--- config.mk ---
export PLATFORM = sky130hd
export DESIGN_NAME = ws2811_decoder
export DESIGN_NICKNAME = d
export VERILOG_FILES = /design/src/rtl/ws2811_decoder.sv
export SDC_FILE = /design/constraint.sdc
export NUM_CORES = 1
export LEC_CHECK = 0
export ABC_AREA = 1
export CORE_MARGIN = 4
export CORE_UTILIZATION = 30
export CTS_CLUSTER_DIAMETER = 120
export DETAILED_ROUTE_END_ITERATION = 8
export SYNTH_ARGS = -nofsm -noshare
export SYNTH_HDL_FRONTEND = slang
export SYNTH_SLANG_ARGS = --single-unit
export TNS_END_PERCENT = 50
--- constraint.sdc ---
create_clock -name clk -period 4.9 [get_ports clk]
set_input_delay 0.98 -clock clk [delete_from_list [all_inputs] [get_ports clk]]
set_output_delay 0.98 -clock clk [all_outputs]
set_load 0.005 [all_outputs]
--- src/rtl/ws2811_decoder.sv ---
// WS2811 single-wire decoder: measures high/low times of the synchronised line,
// assembles bytes, and flags reset gaps (latch) and line faults (err).
module ws2811_decoder #(
  parameter int unsigned THRESH    = 38,
  parameter int unsigned MIN_HIGH  = 6,
  parameter int unsigned MAX_HIGH  = 60,
  parameter int unsigned RESET_CYC = 3000,
  parameter bit          MSB_FIRST = 1'b0
) (
  input  logic        clk,
  input  logic        rst_,
  input  logic        din,
  output logic [7:0]  data,
  output logic        valid,
  output logic        latch,
  output logic        err,
  output logic [15:0] nbytes
);

  localparam logic [15:0] ThreshC   = 16'(THRESH);
  localparam logic [15:0] MinHighC  = 16'(MIN_HIGH);
  localparam logic [15:0] MaxHighC  = 16'(MAX_HIGH);
  localparam logic [15:0] ResetCycC = 16'(RESET_CYC);

  typedef enum logic [1:0] {StIdle, StHigh, StLow, StStuck} state_e;

  state_e      state_q, state_d;
  logic        sync1_q, sync2_q, dly_q;
  logic        rise_q, rise_d, fall_q, fall_d;
  logic [15:0] cnt_q, cnt_d, cnt_inc;
  logic [2:0]  bitcnt_q, bitcnt_d;
  logic [7:0]  shift_q, shift_d, shift_new;
  logic [7:0]  data_q, data_d;
  logic [15:0] nbytes_q, nbytes_d, nbytes_inc;
  logic        valid_q, valid_d, latch_q, latch_d, err_q, err_d;
  logic        bit_val;

  // Edges are registered so the FSM sees a clean one-cycle pulse per transition.
  always_comb begin
    rise_d = sync2_q & ~dly_q;
    fall_d = ~sync2_q & dly_q;
  end

  always_ff @(posedge clk or negedge rst_) begin
    if (!rst_) begin
      sync1_q  <= 1'b0;
      sync2_q  <= 1'b0;
      dly_q    <= 1'b0;
      rise_q   <= 1'b0;
      fall_q   <= 1'b0;
      state_q  <= StIdle;
      cnt_q    <= '0;
      bitcnt_q <= '0;
      shift_q  <= '0;
      data_q   <= '0;
      nbytes_q <= '0;
      valid_q  <= 1'b0;
      latch_q  <= 1'b0;
      err_q    <= 1'b0;
    end else begin
      sync1_q  <= din;
      sync2_q  <= sync1_q;
      dly_q    <= sync2_q;
      rise_q   <= rise_d;
      fall_q   <= fall_d;
      state_q  <= state_d;
      cnt_q    <= cnt_d;
      bitcnt_q <= bitcnt_d;
      shift_q  <= shift_d;
      data_q   <= data_d;
      nbytes_q <= nbytes_d;
      valid_q  <= valid_d;
      latch_q  <= latch_d;
      err_q    <= err_d;
    end
  end

  always_comb begin
    cnt_inc    = (cnt_q == 16'hFFFF) ? cnt_q : cnt_q + 16'd1;
    nbytes_inc = (nbytes_q == 16'hFFFF) ? nbytes_q : nbytes_q + 16'd1;
    bit_val    = (cnt_q >= ThreshC);
    shift_new  = MSB_FIRST ? {shift_q[6:0], bit_val} : {bit_val, shift_q[7:1]};
  end

  always_comb begin
    state_d  = state_q;
    cnt_d    = cnt_q;
    bitcnt_d = bitcnt_q;
    shift_d  = shift_q;
    data_d   = data_q;
    nbytes_d = nbytes_q;
    valid_d  = 1'b0;
    latch_d  = 1'b0;
    err_d    = 1'b0;

    unique case (state_q)
      StIdle: begin
        if (rise_q) begin
          state_d = StHigh;
          cnt_d   = 16'd1;
        end
      end
      StHigh: begin
        if (fall_q) begin
          state_d = StLow;
          cnt_d   = 16'd1;
          if (cnt_q < MinHighC) begin
            err_d = 1'b1;  // glitch: drop the pulse, partial byte survives
          end else begin
            shift_d = shift_new;
            if (bitcnt_q == 3'd7) begin
              bitcnt_d = '0;
              data_d   = shift_new;
              valid_d  = 1'b1;
              nbytes_d = nbytes_inc;
            end else begin
              bitcnt_d = bitcnt_q + 3'd1;
            end
          end
        end else if (cnt_inc > MaxHighC) begin
          err_d    = 1'b1;
          bitcnt_d = '0;
          state_d  = StStuck;
        end else begin
          cnt_d = cnt_inc;
        end
      end
      StStuck: begin
        if (fall_q) begin
          state_d  = StLow;
          cnt_d    = 16'd1;
          bitcnt_d = '0;
        end
      end
      StLow: begin
        if (rise_q) begin
          state_d = StHigh;
          cnt_d   = 16'd1;
        end else if (cnt_inc >= ResetCycC) begin
          latch_d  = 1'b1;
          err_d    = (bitcnt_q != 3'd0);
          nbytes_d = '0;
          bitcnt_d = '0;
          state_d  = StIdle;
        end else begin
          cnt_d = cnt_inc;
        end
      end
      default: state_d = StIdle;
    endcase
  end

  assign data   = data_q;
  assign valid  = valid_q;
  assign latch  = latch_q;
  assign err    = err_q;
  assign nbytes = nbytes_q;

endmodule
## After elaboration in Yosys (flattened, before gate mapping)

Cells that the tools add are included.
Widths: inputs -> output; s select.

| cells by class | value |
|---|---|
| add/subtract/negate cells | 3 |
| magnitude comparators | 4 |
| equality and inequality tests | 19 |
| muxes and demuxes | 43 |
| bitwise logic cells | 5 |
| reduce and logical (&&, ||, !) cells | 10 |

Operators with widths:

| cell | count |
|---|---|
| $mux 16 | 13 |
| $pmux 16 s4 | 1 |
| $add 16x1->16 const B | 2 |
| $eq 16x16->1 const B | 2 |
| $pmux 16 s2 | 1 |
| $mux 3 | 7 |
| $ge 16x12->1 const B | 1 |
| $ge 16x6->1 const B | 1 |
| $gt 16x6->1 const B | 1 |
| $lt 16x3->1 const B | 1 |
| $ne 2x2->1 const B | 8 |
| $ne 3x3->1 const B | 5 |
| $mux 1 | 12 |
| $mux 2 | 6 |
| $reduce_and 4->1 | 3 |
| $pmux 3 s3 | 1 |
| $pmux 2 s4 | 1 |
| $reduce_and 7->1 | 1 |
| $reduce_and 6->1 | 1 |
| $reduce_bool 3->1 | 2 |
| $eq 2x2->1 const B | 2 |
| $add 3x1->3 const B | 1 |
| $eq 3x3->1 const B | 1 |
| $not 1->1 | 3 |
| other kinds (6) | 7 |

| storage, ports and cells | value |
|---|---|
| flip-flop bits (word level) | 61 |
| input bits | 3 |
| output and inout bits | 27 |
| logic and storage cells | 98 |

## Longest topological paths before layout

Gate-level depths: netlist (run 1).

| logic depth | value |
|---|---|
| word-level depth | 6 |
| gate-level depth with buffers | 17 |
| gate-level depth less buffers | 16 |

## Worst setup path before layout (run 1)

No wires, ideal clock.

| timing | value |
|---|---|
| path kind | flip-flop to flip-flop |
| from | register cnt_q[1] |
| to | register cnt_q[0] |
| setup time | 0.117 ns |
| arrival | 2.028 ns |
| data required time | 4.783 ns |
| path slack | 2.754 ns |
| stages on the path, launching flop included | 14 |
| buffers on the path | 1 |
| period minus slack after synthesis | 2.146 ns |
| cell sequence | dfrtp_1 -> ha_1 -> inv_1 -> nor2_2 -> nand3_1 -> o21ai_2 -> nand3_2 -> nor2_8 -> nand3_2 -> nand2_2 -> nand3_4 -> buf_6 -> nand2_1 -> nand2_1 |

| between the ends | value |
|---|---|
| cells in the longest elaborated chain, start to end | 5 |
| elaborated cells between the ends (all ways) | 13 |
| those cells by class | add/sub: 1; order compare: 2; eq/ne: 3; mux: 6; reduce/logical: 1 |

Ends and longest elaborated chain:

| item | line | RTL |
|---|---|---|
| start, declared | 30 | `logic [15:0] cnt_q, cnt_d, cnt_inc;` |
| start signal, assigned | 67 | `cnt_q <= cnt_d;` |
| $add 16x1->16 or $eq 16x16->1 (tied branches) | 79 | `cnt_inc = (cnt_q == 16'hFFFF) ? cnt_q : cnt_q + 16'd1;` |
| $mux 16 (*) | 79 |  |
| $gt 16x6->1, or another cell as far along | 120 | `end else if (cnt_inc > MaxHighC) begin` |
| $ne 3x3->1 (no line), or another cell as far along | n/a |  |
| $reduce_and 4->1 (no line) or $pmux 16 s4 (tied branches) | n/a |  |

Mark *: on every way between the ends. The rest lies on a longest branch, timed or not. The select of a mux whose other input is x is not followed.
A chain may end at the register's enable or synchronous reset.

## Worst setup path in the final report (run 1)

| timing | value |
|---|---|
| from | register state_q[0] |
| to | register cnt_q[10] |

| between the ends | value |
|---|---|
| cells in the longest elaborated chain, start to end | 3 |
| elaborated cells between the ends (all ways) | 10 |
| those cells by class | eq/ne: 7; mux: 1; reduce/logical: 2 |

Ends and longest elaborated chain:

| item | line | RTL |
|---|---|---|
| start, declared | 27 | `state_e state_q, state_d;` |
| start signal, assigned | 51 | `state_q <= StIdle;` |
| start signal, assigned | 66 | `state_q <= state_d;` |
| $eq 2x1->1, or another cell as far along | 96 | `unique case (state_q)` |
| $ne 3x3->1 (no line) or $ne 2x2->1 (tied branches) | n/a |  |
| $reduce_and 4->1 (no line) | n/a |  |

Parallel ways exist; a longest one is shown, timed or not.

==> results.tsv, run 1 <==
stage	metric	value	unit
detailed_routing	vias_per_cell	4.64	
power	pwr-share-seq	36.2	%
synthesis	synth_top_cell_by_area	dfrtp_1	
power	switching_share	32.9	%
run_status	status	completed	
global_route	grt_max_degree	32	
global_route	antenna_found_initial	0	
floorplanning	coreArea	0.0122	mm2
power	power_frac_comb	25.7	%
timing	holdWs	357	ps
clock_tree	htreeDepth	3	
timing	rsz0062_at_grt	false	
clock_tree	clk_path_buf_depth	2	
worst_setup_path	cpMostUsedCell	inv_1	
detailed_routing	ant_nets	0	
floorplanning	initial_core_util	31.1	%
timing	worstMarginPinSlew	1130	ps
power	powerDensity	352	mW/mm2
timing	drv_slew	0	
detailed_routing	wire_per_inst	12.1	um
worst_setup_path	worstSetupEndpointType	flip-flop	
global_route	overflow	0	
power	p_sw	520	uW
clock_tree	cts.reportedPaths.clkPinSlew	50	ps
detailed_routing	vias	3297	
worst_setup_path	criticalPathCategory	flip-flop to flip-flop	
worst_setup_path	worst_setup_path_start_kind	flip-flop	
synthesis	yosysSeqAreaShare	39.5	%
placed_design	numPortBuffers	29	
layout	layout-drive-gt1-share	11.4	%
global_route	grt_pass1_wl	15.0	mm
clock_tree	cts_tree	built	
placed_design	placed_cell_area	0.00421	mm2
synthesis	synth_fp_nets	524	
synthesis	synth_area_leaders	dfrtp_1 (40%), nand2_1 (15%), inv_1 (5.9%)	
layout	fill_cells	1322	
timing	tns	0	ps
power	ir_worst_vdd	0.000198	V
synthesis	synthCells	510	
worst_setup_path	reg2reg_slack	1990	ps
worst_setup_path	cp_slowest_cell	o21ai_0	
timing	slew_headroom	24.0	%
detailed_routing	drt_wl_total	8.56	mm
layout	ff_latch_area	0.00150	mm2
synthesis	yosys_register_bits	60	
worst_setup_path	critical-path-max-stage-delay	480	ps
timing	finalSetupViolCount	0	
clock_tree	cts_resized	0	
floorplanning	die_area	0.0145	mm2
worst_setup_path	cp_top_family	simple AND/OR/NAND/NOR gates	
synthesis	ys_warn_count	0	
timing	finalClockSkew	6.05	ps
layout	num-nets-final	551	
clock_tree	cts_made_buffers	9	
floorplanning	rows	40	
power	intPower	1.06	mW
worst_setup_path	critPathMaxFanout	11	
floorplanning	die_w	121	um
layout	instances_no_fill	710	
clock_tree	ctsHoldBuffers	0	
power	power	1.58	mW
clock_tree	cts.sinks	60	
placed_design	dp_cells	694	
layout	final_area	0.00449	mm2
global_route	grt_pass1_vias	3234	
detailed_routing	drt_first_pass_iters	4	
clock_tree	cts_root_buf	clkbuf_16	
synthesis	syn_area	0.00380	mm2
timing	period_share	59.5	%
clock_tree	post-cts-setup-buffers	0	
placed_design	gp_congestion	0.842	
layout	syn2layout_area_growth	18.3	%
worst_setup_path	worstPathRequired	5170	ps
detailed_routing	drc	0	
layout	multiInputGateArea	0.00195	mm2
power	clkPwrFrac	38.1	%
global_route	globalRouteTotalUtil	12.8	%
hold_path	hp-class	flip-flop to flip-flop	
synthesis	synth.distinct_cells	35	
floorplanning	chipHeight	121	um
floorplanning	io_pins	30	
timing	timing.fmax	343	MHz
timing	hold_viol	0	
detailed_routing	initialDrtViolationCount	209	
placed_design	dp_hpwl	6.45	mm
job	drv_cap	0	
clock_tree	clk_latency	330	ps
synthesis	synth_top_area_share	39.5	%
timing	fin_crit	2910	ps
worst_setup_path	crit_chain	inv_1, ha_1, clkinv_1, nor2_1, o21ai_0, or2_2, inv_1, nand4_1, nand2_1	
layout	n_antenna_cell	0	
worst_setup_path	critPathArrivalTime	3180	ps
synthesis	syn_avg_cell_area	7.45	um2
worst_setup_path	path_buf_inv	3	
power	power.leakage	2.12	nW
==> power groups by stage <==
stage	Clock (mW)	Sequential (mW)	Combinational, mW
after floorplan	0	0.571	0.315
after global placement	0	0.576	0.403
after detailed placement	0	0.579	0.409
after CTS	0.615	0.571	0.410
after global routing	0.644	0.578	0.462
final	0.602	0.571	0.406
==> registers in the layout (all words and copies together) (netlist names) <==
register  flops
err           1
nbytes       16
valid         1
cnt_q        16
dly_q         1
state_q       2
latch         1
shift_q       7
sync1_q       1
sync2_q       1
data          8
rise_q        1
fall_q        1
bitcnt_q      3
==> layer usage <==
layer / track usage [%] / vias up / part of all wire (%) / wire, um
met1: 16.2 / 1533 / 48 / 4110
li1: - / 1708 / - / -
met5: 0 / - / 0 / 0
met2: 20.7 / 39 / 47 / 4010
met4: 5.24 / 0 / 2.1 / 179
met3: 3.23 / 17 / 3.1 / 264
==> final timing paths <==
path | start | to | depth (start not counted)
worst max register to register | state_q[0] | cnt_q[10] | 9
worst max-delay path | state_q[0] | cnt_q[10] | 9
worst min register to register | sync1_q | sync2_q | 0
max in group asynchronous | rst_ | valid | 2
min in group asynchronous | rst_ | nbytes[10] | 1
worst min-delay path | sync1_q | sync2_q | 0
==> Yosys cell counts (all sizes together) <==
cell / number
clkbuf: 6
dfrtp: 60
nand3b: 3
o21ai: 41
nand3: 34
nor2: 59
nand4: 34
nor3: 1
a21boi: 1
o211ai: 1
buf: 8
o21bai: 2
nor4: 2
ha: 11
a31o: 1
a21oi: 15
o22ai: 1
or2: 2
clkinv: 1
inv: 65
o2111ai: 2
nand2: 159
xor2: 1
==> stage by stage <==
stage	worst slack (ps)	util, %
2_1_floorplan	2750	-
3_3_place_gp	2150	34.4
3_5_place_dp	2010	34.4
4_1_cts	2010	36.8
5_1_grt	1710	36.8
6_report	1990	36.8
==> cell usage in the layout (no fill, tap or decap), types with 6 or more instances in the layout <==
cell	netlist	routed
a21oi_1	15	15
clkbuf_16	0	9
clkdlybuf4s50_1	0	28
dfrtp_1	60	60
ha_1	11	11
inv_1	60	60
nand2_1	151	151
nand2_2	6	6
nand3_1	26	26
nand4_1	33	33
nor2_1	51	51
o21ai_0	28	28
o21ai_2	13	13
==> cells by family (layout without fill, tap and decap cells) <==
group,count (synthesis),in the layout,synth area share [%]
AO/OA/AOI/OAI,64,64,10.3
XOR/XNOR,1,1,0.231
adder cells (fa/ha/maj),11,11,3.62
flip-flops,60,60,39.5
AND/OR/NAND/NOR,294,294,37.3
buffers and inverters,80,112,9.03
==> worst register-to-register path, delay by kind of cell, from the launching register on <==
kind | cells | cell delay, ps
simple gates | 4 | 990
fa+ha+maj | 1 | 440
buf+inv | 3 | 530
compound gates | 1 | 480
flops | 1 | 410
==> cell type report <==
cell class | count | share of cell area (%)
Multi-Input combinational cell | 370 | 43.5
Sequential cell | 60 | 33.4
Timing Repair Buffer | 30 | 6.52
Inverter | 66 | 5.52
Clock buffer | 11 | 5.18
Tap cell | 168 | 4.68
Clock inverter | 5 | 1.17
Note: power is estimated with default switching activity, not from simulation.
==> run 2: changes to the inputs <==
- clock period: 4.9 -> 2.4 ns (I/O delays scaled with it)
==> run 2 against run 1 <==
Against the previous run:
- largest cell class unchanged
- register-to-register slack got worse by 1800 ps
- critical path type unchanged
- fmax rose by 30%
- critical endpoint is now nbytes[6]
- sequential power grew 100%
- non-clock buffer count is 14 higher
==> results.tsv, run 2 (synthesis gave the netlist of run 1 again) <==
stage	metric	value	unit	change
worst_setup_path	reg2reg_slack	170	ps	-1820 ps
clock_tree	cts_made_buffers	9		unchanged
worst_setup_path	cp_slowest_cell	dfrtp_1		
worst_setup_path	cpMostUsedCell	nand2_1		
detailed_routing	wire_per_inst	12.6	um	+4.7%
worst_setup_path	worst_setup_path_start_kind	flip-flop		
layout	layout-drive-gt1-share	15.2	%	+3.8 points
worst_setup_path	crit_chain	buf_4, nand2_1, nor2_4, buf_4, nand3_1, nand2_1, nand2_1, nor2_1, nor2_1, nand2_1, nand2_1, nand2_2, nand3_4, nand2_8, nand2_1, o21ai_2		
worst_setup_path	reg2reg_to	nbytes[6]		
layout	num-nets-final	567		+2.9%
detailed_routing	drt_first_pass_iters	4		unchanged
power	ir_worst_vdd	0.000399	V	+100%
worst_setup_path	critPathArrivalTime	2500	ps	-680 ps
layout	fill_cells	1288		-2.6%
placed_design	numPortBuffers	29		unchanged
timing	worstMarginPinSlew	618	ps	-510 ps
floorplanning	die_w	121	um	unchanged
layout	ff_latch_area	0.00150	mm2	about the same
worst_setup_path	reg2reg_depth	16		+7
floorplanning	chipHeight	121	um	unchanged
worst_setup_path	path_buf_inv	2		-1
run_status	status	completed		
clock_tree	clk_latency	330	ps	about the same
timing	timing.fmax	448	MHz	+30%
timing	finalClockSkew	5.92	ps	-0.126 ps
floorplanning	die_area	0.0145	mm2	unchanged
detailed_routing	vias	3436		+4.2%
worst_setup_path	cp_top_family	simple AND/OR/NAND/NOR gates		
worst_setup_path	worstSetupEndpointType	flip-flop		
clock_tree	cts.reportedPaths.clkPinSlew	50	ps	about the same
timing	fin_crit	2230	ps	-679 ps
worst_setup_path	critPathMaxFanout	13		+2
detailed_routing	vias_per_cell	4.73		+1.9%
layout	syn2layout_area_growth	23.4	%	
timing	hold_viol	0		unchanged
detailed_routing	ant_nets	0		unchanged
detailed_routing	initialDrtViolationCount	213		+1.9%
job	drv_cap	0		unchanged
layout	fin_util	38.4	%	+1.6 points
clock_tree	cts_tree	built		
detailed_routing	drc	0		unchanged
clock_tree	cts.sinks	60		unchanged
placed_design	dp_hpwl	6.75	mm	+4.6%
timing	tns	0	ps	unchanged
worst_setup_path	reg2reg_from	cnt_q[1]		
global_route	overflow	0		unchanged
global_route	antenna_found_initial	0		unchanged
timing	slew_headroom	58.8	%	+35 points
clock_tree	cts_root_buf	clkbuf_16		
timing	rsz0062_at_grt	true		
detailed_routing	drt_wl_total	9.16	mm	+7.0%
timing	finalSetupViolCount	0		unchanged
power	powerDensity	701	mW/mm2	+99%
clock_tree	htreeDepth	3		unchanged
timing	period_share	93.1	%	+34 points
layout	multiInputGateArea	0.00205	mm2	+4.8%
floorplanning	coreArea	0.0122	mm2	unchanged
floorplanning	rows	40		unchanged
global_route	grt_pass1_vias	3230		-0.12%
placed_design	gp_congestion	0.914		+8.6%
worst_setup_path	criticalPathCategory	flip-flop to flip-flop		
global_route	globalRouteTotalUtil	12.8	%	+0.051 points
global_route	grt_pass1_wl	15.0	mm	-0.14%
layout	n_antenna_cell	0		unchanged
timing	holdWs	107	ps	-250 ps
clock_tree	clk_path_buf_depth	2		unchanged
floorplanning	io_pins	30		unchanged
layout	final_cell_mix	nand2_1 (150), inv_1 (60), dfrtp_1 (59), nor2_1 (47), nand4_1 (33)		
timing	drv_slew	0		unchanged
worst_setup_path	worstPathRequired	2660	ps	-2510 ps
global_route	grt_max_degree	28		-13%
power	power.leakage	2.21	nW	+4.0%
hold_path	hp-class	input pin to async pin		
clock_tree	ctsHoldBuffers	0		unchanged
layout	final_common_cell	nand2_1		
worst_setup_path	critical-path-max-stage-delay	380	ps	-100 ps
floorplanning	initial_core_util	31.1	%	unchanged
## run 2: cell count changes in the layout (fill, tap and decap cells not counted), moves of 2 or more
cell,delta
nor2_4,+2
nand3_4,+2
nand2_8,+2
nor2_1,-4
nor2_2,+2
buf_6,+2
buf_4,+12
## run 2: through the flow
step                      area (um2)  total power, mW  setup WS, ps  std cells
after floorplan                 3800             1.81           254        510
after global routing            4680             3.50         -28.8        726
after detailed placement        4300             2.05          6.97        706
after global placement          4300             2.05          83.1        706
after CTS                       4580             3.25          58.5        722
final                           4680             3.28           165        726
## run 2: power breakdown
part           switching, mW  internal (mW)
clock                  0.441          0.722
sequential            0.0738           1.09
combinational          0.616          0.344
## run 2: final cells by class
type	count	share of cell area, %
clock buffers	12	5.26
flip-flops and latches	60	32.1
inverters	66	5.29
well taps	168	4.49
clock inverters	4	0.534
multi-input cells	372	43.7
repair buffers	44	8.65
## run 2: worst max path at each step
stage / endpoint / cells past startpoint / start / slack [ps]
floorplan: cnt_q[0] / 13 / cnt_q[1] / 250
global placement: cnt_q[11] / 12 / cnt_q[0] / 80
detailed placement: nbytes[2] / 16 / cnt_q[0] / 7
CTS: nbytes[13] / 16 / cnt_q[0] / 60
global route: nbytes[14] / 16 / cnt_q[0] / -30
finish: nbytes[6] / 16 / cnt_q[1] / 170
## run 2: what timing repair did
item,4_1_cts,5_1_grt
gates cloned,0,2
pin swaps,0,3
resized for setup,1,17
setup buffers,0,2
setup endpoints to repair,10,39
## run 2: layer usage
layer  track usage (%)  vias to the layer above  wire length [um]
met4              5.10                        0               173
met5                 0                        -                 0
li1                  -                     1754                 -
met2              20.6                       63              4270
met1              16.7                     1607              4340
met3              2.95                       12               377
==> variant, RTL diff (config.mk and constraints of run 2) <==
The parameter `MAX_HIGH` goes from 60 to 30.
--- a/src/rtl/ws2811_decoder.sv
+++ b/src/rtl/ws2811_decoder.sv
@@ -3,7 +3,7 @@
 module ws2811_decoder #(
   parameter int unsigned THRESH    = 38,
   parameter int unsigned MIN_HIGH  = 6,
-  parameter int unsigned MAX_HIGH  = 60,
+  parameter int unsigned MAX_HIGH  = 30,
   parameter int unsigned RESET_CYC = 3000,
   parameter bit          MSB_FIRST = 1'b0
 ) (
Check against the original RTL: same outputs for any inputs over 10 cycles, from zero or initial values and one cycle with rst_ low; that may be too few to reach the edited logic, so the function may still have changed.
==> variant against run 2 <==
Clock power hardly changed; critical path type unchanged; worst setup slack better by 0.0021 ns; power is 1.2% lower; sequential share of layout area is 0.85 points higher; wire length is 1.2% lower; sequential cell count stayed put; first-iteration DRC count is 26% lower; area after synthesis is 3.0% lower; fmax hardly changed; design area is 2.3% lower.
==> variant: results (changes against run 2) <==
met2 GRT Util=20.3% (was 20.6%); actual slew at the worst max-slew pin=0.717 ns (was 0.618 ns); period utilization=93.0% (was 93.1%); status=finished clean (unchanged); Tot Pwr=3.24 mW (was 3.28 mW); total CTS buffers=9 (unchanged); fin nets=577 (was 567); cts repair resizes=0 (was 1); fraction of layout cells with a size suffix above 1=12.3% (was 15.2%); drt wl/cell=12.7 µm (was 12.6 µm); DRT Wirelength=9060 µm (was 9160 µm); DRT iter0 DRCs=157 (was 213); Netlist cell types=33 (was 35); HPWL Detailed=6540 µm (was 6750 µm); Synth top cells by count=nand2_1 (162), inv_1 (67), dfrtp_1 (60), nor2_1 (47), nand3_1 (33) (was nand2_1 (151), dfrtp_1 (60), inv_1 (60), nor2_1 (51), nand4_1 (33)); Post-Place Cells=693 (was 706); VDD IR-drop max=0.410 mV (was 0.399 mV); commonest non-fill, non-tap cell in the layout=nand2_1 (unchanged); post-synthesis sequential area ratio=40.7% (was 39.5%); final hold viol count=0 (unchanged); CP endpoint=cnt_q[2] (was nbytes[6]); Mapped Cells=516 (was 510); met3 usage=3.51% (was 2.95%); fill cell count=1266 (was 1288); Cell Area, Placed=4180 µm² (was 4300 µm²); vias in the first global route=3304 (was 3230); seq pwr=between 1 and 1.5 mW; routing usage on met1=17.4% (was 16.7%); Comb pwr share=28.5% (was 29.3%); Pleak=2.21 nW (about the same); clock skew=0.00496 ns (was 0.00592 ns); GPL Wtd Cong=0.921 (was 0.914); overall routing resource usage=13.0% (was 12.8%); Vias/cell=4.80 (was 4.73); crit-path max FO=7 (was 13); first-pass GRT wire length=15000 µm (about the same); first-pass detailed-route iteration total=4 (unchanged); CP peak stage delay=0.35 ns (was 0.38 ns); delay-heaviest family, CP=simple AND/OR/NAND/NOR gates (unchanged); largest net degree at the start of global routing=35 (was 28); pre-CTS setup slack=0.0500 ns (was 0.00697 ns); Arr. time, crit path=2.50 ns (about the same); NetSw=1.12 mW (was 1.13 mW); root buf cell=clkbuf_16 (unchanged); top cells by area, synth=dfrtp_1 (41%), nand2_1 (17%), inv_1 (6.8%) (was dfrtp_1 (40%), nand2_1 (15%), inv_1 (5.9%)); Syn Nets=530 (was 524)
[variant: cell types whose count changed after synthesis, moves of 3 or more]
cell	before	now
a21oi_1	15	12
inv_1	60	67
nand2_1	151	162
nand3_1	26	33
nand3_2	5	1
nand4_1	33	30
nor2_1	51	47
nor3_1	1	5
o21ai_1	0	13
o21ai_2	13	0
[variant: cell type report]
cell class | instances | area, µm² | area share, %
Clock inverter | 4 | 25.0 | 0.547
Inverter | 72 | 270 | 5.91
Timing Repair Buffer | 46 | 429 | 9.38
Tap cell | 147 | 184 | 4.02
Multi-Input combinational cell | 374 | 1910 | 41.8
Clock buffer | 12 | 246 | 5.39
Sequential cell | 60 | 1510 | 32.9
[variant: metal layers]
layer	share of wire (%)	vias up	wire length (µm)
met4	1.3	0	121
li1	-	1754	-
met1	48	1604	4340
met3	4.2	11	379
met2	47	66	4220
met5	0	-	0
[variant: cell families (layout without fill, tap and decap cells)]
| logic type | after synthesis | in the layout | share of synthesized area (%) |
|---|---|---|---|
| and+or+nand+nor | 299 | 302 | 36.5 |
| buffers and inverters | 85 | 134 | 9.71 |
| DFF | 60 | 60 | 40.7 |
| AOI/OAI and AO/OA | 58 | 58 | 8.56 |
| adders and majority gates | 11 | 11 | 3.74 |
| xor gates and xnor gates | 3 | 3 | 0.713 |
[variant: worst min path at each step]
| stage | startpoint | to | slack (ns) | cells after the start |
|---|---|---|---|---|
| after CTS | rst_ | nbytes[10] | 0.17 | 1 |
| final | rst_ | nbytes[10] | 0.17 | 1 |
| after global placement | sync1_q | sync2_q | 0.34 | 0 |
| after detailed placement | sync1_q | sync2_q | 0.34 | 0 |
| after global routing | rst_ | nbytes[10] | 0.21 | 1 |
| after floorplan | rst_ | bitcnt_q[0] | 0.18 | 0 |
